**src/rtl/gyro_pkg.sv**
```systemverilog
// rtl/gyro_pkg.sv - shared widths, limits and types for the gyro angle integrator
package gyro_pkg;
   localparam int ANGLE_W   = 9;
   localparam int ANGLE_MAX = 359;
   localparam int RATE_W    = 16;
   localparam int RES_W     = 32;

   typedef logic [ANGLE_W-1:0]       angle_t;
   typedef logic signed [RATE_W-1:0] rate_t;
endpackage

```
**src/rtl/gyro_axis_integrator.sv**
```systemverilog
// rtl/gyro_axis_integrator.sv - one axis: accumulates rate into a residual, steps a 0..359 angle
module gyro_axis_integrator
   import gyro_pkg::*;
#(
   parameter int DEG_COUNTS = 131_000
) (
   input  logic   clk,
   input  logic   rst_in,
   input  logic   strobe,
   input  rate_t  rate,
   output angle_t angle
);
   localparam logic signed [RES_W-1:0] DEG_POS = RES_W'(DEG_COUNTS);
   localparam logic signed [RES_W-1:0] DEG_NEG = -DEG_POS;
   localparam angle_t                  A_MAX   = ANGLE_W'(ANGLE_MAX);

   logic signed [RES_W-1:0] residual;
   logic signed [RES_W-1:0] sum;

   assign sum = residual + RES_W'(rate);

   // Residual keeps the sub-degree remainder so slow rates still integrate exactly.
   always_ff @(posedge clk) begin
      if (!rst_in) begin
         residual <= '0;
         angle    <= '0;
      end else if (strobe) begin
         if (sum >= DEG_POS) begin
            residual <= sum - DEG_POS;
            angle    <= (angle == A_MAX) ? '0 : angle + 1'b1;
         end else if (sum <= DEG_NEG) begin
            residual <= sum + DEG_POS;
            angle    <= (angle == '0) ? A_MAX : angle - 1'b1;
         end else begin
            residual <= sum;
         end
      end
   end
endmodule

```
**src/rtl/process_gyro.sv**
```systemverilog
// rtl/process_gyro.sv - sample strobe generator feeding three independent axis integrators
module process_gyro
   import gyro_pkg::*;
#(
   parameter int SAMPLE_CYCLES = 100_000,
   parameter int DEG_COUNTS    = 131_000
) (
   input  logic        clk_100mhz,
   input  logic        rst_in,
   input  logic [15:0] gx,
   input  logic [15:0] gy,
   input  logic [15:0] gz,
   output logic [8:0]  pitch,
   output logic [8:0]  roll,
   output logic [8:0]  yaw
);
   localparam int CNT_W = $clog2(SAMPLE_CYCLES);
   localparam logic [CNT_W-1:0] CNT_LAST = CNT_W'(SAMPLE_CYCLES - 1);

   logic [CNT_W-1:0] counter;
   logic             strobe;

   assign strobe = (counter == CNT_LAST);

   always_ff @(posedge clk_100mhz) begin
      if (!rst_in)     counter <= '0;
      else if (strobe) counter <= '0;
      else             counter <= counter + 1'b1;
   end

   gyro_axis_integrator #(.DEG_COUNTS(DEG_COUNTS)) u_pitch (
      .clk(clk_100mhz), .rst_in(rst_in), .strobe(strobe), .rate(rate_t'(gx)), .angle(pitch)
   );

   gyro_axis_integrator #(.DEG_COUNTS(DEG_COUNTS)) u_roll (
      .clk(clk_100mhz), .rst_in(rst_in), .strobe(strobe), .rate(rate_t'(gy)), .angle(roll)
   );

   gyro_axis_integrator #(.DEG_COUNTS(DEG_COUNTS)) u_yaw (
      .clk(clk_100mhz), .rst_in(rst_in), .strobe(strobe), .rate(rate_t'(gz)), .angle(yaw)
   );
endmodule

```
**config.mk**
```make
export PLATFORM = sky130hd
export DESIGN_NAME = process_gyro
export DESIGN_NICKNAME = d
export VERILOG_FILES = /design/src/rtl/gyro_pkg.sv /design/src/rtl/gyro_axis_integrator.sv /design/src/rtl/process_gyro.sv
export SDC_FILE = /design/constraint.sdc
export NUM_CORES = 1
export LEC_CHECK = 0
export ABC_AREA = 1
export BUFFER_PORTS_ARGS = -buffer_cell sky130_fd_sc_hd__buf_2
export CAP_MARGIN = 0
export CORE_AREA = 3 3 207 209
export DETAILED_ROUTE_END_ITERATION = 7
export DIE_AREA = 0 0 210 212
export GPL_ROUTABILITY_DRIVEN = 0
export MAX_ROUTING_LAYER = met4
export PLACE_DENSITY = 0.69
export SETUP_SLACK_MARGIN = 0.4
export SYNTH_ARGS = -nofsm -noshare
export SYNTH_HDL_FRONTEND = slang
export SYNTH_SLANG_ARGS = --single-unit
```
**constraint.sdc**
```tcl
create_clock -name clk_100mhz -period 4.4 [get_ports clk_100mhz]
set_clock_uncertainty 0.2 [all_clocks]
set_input_delay 0.66 -clock clk_100mhz [delete_from_list [all_inputs] [get_ports clk_100mhz]]
set_output_delay 0.66 -clock clk_100mhz [all_outputs]
set_load 0.01 [all_outputs]
```
==> results.json <==
{
  "fmax_ghz": 0.267,
  "syn_nets": 4112,
  "stdcell_count": 4579,
  "crit_start": "u_roll.residual[0]",
  "worstPathRequired_ps": 4580,
  "final_util_pct": 54.9,
  "drive_gt1_share_pct": 7.86,
  "tritoncts": "built",
  "worstPathArrival_ps": 3920,
  "power_density_nw_per_um2": 164,
  "cts-buffers-inserted": 17,
  "setup_tns_ps": 0,
  "drt-pass1-iter-count": 6,
  "leakage_nw": 12.5,
  "insertedDiodeCount": 0,
  "root_buffer": "clkbuf_16",
  "synth_top_area_share_pct": 27.1,
  "slew_headroom_pct": 42.1,
  "track_usage_pct": 31.7,
  "crit_end": "u_roll.residual[28]",
  "grt_max_degree": 70,
  "timing.rr.end": "u_roll.residual[28]",
  "grt_pass1_vias": 21894,
  "max_stage_delay_ps": 440,
  "synth_cell_type_count": 52,
  "ys.warnings.count": 0,
  "multi_input_area_um2": 15400,
  "worstRegToRegCells": 21,
  "worstReg2RegStart": "u_roll.residual[0]",
  "rsz0062_at_grt": "false",
  "final.min_clock_period_ps": 3750,
  "drc_errors": 0,
  "maxCapViolCount": 0,
  "drt_iter0_markers": 2421,
  "start_util_pct": 50.2,
  "critPathLaunchType": "flip-flop",
  "place_hpwl_um": 54800,
  "wl_per_cell_um": 15.1,
  "setup_viol": 0,
  "drv_slew": 0,
  "clock_sinks": 140,
  "synth_area_um2": 20600,
  "slowest_stage": "fa_1",
  "crit_type": "flip-flop to flip-flop",
  "ant_nets": 0,
  "yosysTopAreaCell": "nand2_1",
  "h-tree-depth": 4,
  "core_area_um2": 41000,
  "worstMarginPinSlew_ps": 860,
  "cp_cell_sequence": "ha_1, fa_1, nand3_1, nand2_1, nand2_1, nand2_1, nand2_1, nand2_1, xor2_2, inv_2, nor2_2, nand2_1, nor2_1, nand2_1, nand3_1, nand2_4, buf_4, o21ai_0, inv_1, nand2_1, nand2_1",
  "end_kind": "flip-flop",
  "crit_family": "simple AND/OR/NAND/NOR gates",
  "place_ws_ps": 4.65,
  "vias_per_cell": 5.37,
  "cp_num_buf_inv": 3,
  "nets": 4193,
  "dp_cells": 4543,
  "peakVddDrop_uv": 215,
  "synthTopCellsByArea": "nand2_1 (27%), dfxtp_1 (14%), inv_1 (10%)",
  "hold_viol_final": 0,
  "cp_common_cell": "nand2_1",
  "detail_route.wirelength_um": 69300,
  "cp_max_fo": 13,
  "crit_cells": 21,
  "grt-ovfl-total": 0,
  "portBuffers": 76,
  "p_total_mw": 3.69,
  "finalInstanceArea_um2": 22500,
  "status": "finished, final reports clean",
  "final.fill_count": 4447,
  "postPlaceCellArea_um2": 21800,
  "dieArea_um2": 44500,
  "area_delta_synth_final_pct": 9.24,
  "ios": 77,
  "seq_area_um2": 2800,
  "ys_ff_latch": 140,
  "grt_pass1_wl_um": 111000,
  "hp-class": "flip-flop to flip-flop",
  "fp.dieW_um": 210,
  "r2r_slack_ps": 650,
  "clk_latency_ps": 490,
  "vias": 24610,
  "worst_slack_ps": 651,
  "clkTransAtPathRegs_ps": 60,
  "clockBufferDepth": 2,
  "avgSynthCellArea_um2": 5.21,
  "antenna_found_initial": 0,
  "synth-seq-area-share_pct": 13.6,
  "post-route-period-util_pct": 85.2,
  "hold_slack_ps": 249,
  "die_y_um": 212,
  "syn_inst": 3953,
  "rows": 74
}
cell usage after synthesis, drive strengths merged:
| cell | instances |
|---|---|
| a211o | 1 |
| a21boi | 1 |
| a21o | 1 |
| a21oi | 147 |
| a22o | 6 |
| a31oi | 3 |
| and2 | 5 |
| and3 | 2 |
| buf | 38 |
| clkbuf | 40 |
| clkinv | 3 |
| dfxtp | 140 |
| fa | 3 |
| ha | 106 |
| inv | 566 |
| nand2 | 1541 |
| nand3 | 390 |
| nand3b | 17 |
| nand4 | 93 |
| nor2 | 471 |
| nor3 | 72 |
| nor3b | 1 |
| nor4 | 11 |
| o2111ai | 1 |
| o211ai | 3 |
| o21ai | 163 |
| o21bai | 7 |
| o31ai | 2 |
| or2 | 8 |
| xnor2 | 9 |
| xor2 | 102 |
final cells by class:
class                   count  share of cell area [%]
multi-input cells        3166                    68.3
flip-flops and latches    140                    12.5
inverters                 569                    9.52
repair buffers            140                    4.11
well taps                 532                    2.96
clock buffers              19                    1.97
clock inverters            13                   0.678
layout by cell type, fill, tap and decap left out, types with 17 or more instances in the layout:
| cell type | instances |
|---|---|
| a21oi_1 | 142 |
| buf_2 | 73 |
| buf_4 | 59 |
| clkbuf_16 | 17 |
| dfxtp_1 | 140 |
| ha_1 | 101 |
| inv_1 | 550 |
| nand2_1 | 1483 |
| nand2_2 | 46 |
| nand3_1 | 382 |
| nand3b_1 | 17 |
| nand4_1 | 92 |
| nor2_1 | 437 |
| nor2_2 | 25 |
| nor3_1 | 67 |
| o21ai_0 | 149 |
| xor2_1 | 97 |
power breakdown:
group	switching [mW]	internal, mW	total [mW]
clock network	0.671	0.860	1.53
registers	0.00146	1.27	1.27
logic	0.614	0.273	0.887
total	1.29	2.40	3.69
layer usage:
metal,wire length [um],vias to the layer above,GRT usage (%)
li1,-,12664,-
met1,31000,10834,41.1
met2,29900,943,49.2
met3,5370,169,4.81
met4,3060,0,13.7
met5,0,-,-
sequential cells by signal (all words and copies together), names as in the netlist:
| register | flops |
|---|---|
| u_pitch.angle | 9 |
| u_yaw.residual | 32 |
| u_roll.angle | 9 |
| counter | 17 |
| u_pitch.residual | 32 |
| u_yaw.angle | 9 |
| u_roll.residual | 32 |
timing repair:
item                       4_1_cts  5_1_grt
hold buffers                     0        0
buffers inserted                 0        4
setup endpoints to repair        0      100
resized for setup                0       36
kinds of logic (layout without fill, tap and decap cells):
logic type / after synthesis / count (layout) / share of synthesized area, %
xor gates and xnor gates: 111 / 111 / 4.87
adders and majority gates: 109 / 109 / 6.73
buffers and inverters: 647 / 741 / 12.4
AOI/OAI and AO/OA: 335 / 335 / 8.56
DFF: 140 / 140 / 13.6
and+or+nand+nor: 2611 / 2611 / 53.8
worst min-delay path by stage:
stage               startpoint         end  slack [ps]  depth (start not counted)
floorplan           counter[0]  counter[0]         220                          1
finish              counter[0]  counter[0]         250                          1
CTS                 counter[0]  counter[0]         250                          1
global route        counter[0]  counter[0]         270                          1
detailed placement  counter[0]  counter[0]         240                          1
global placement    counter[0]  counter[0]         230                          1
No activity file was read; power rests on OpenSTA's default activity.
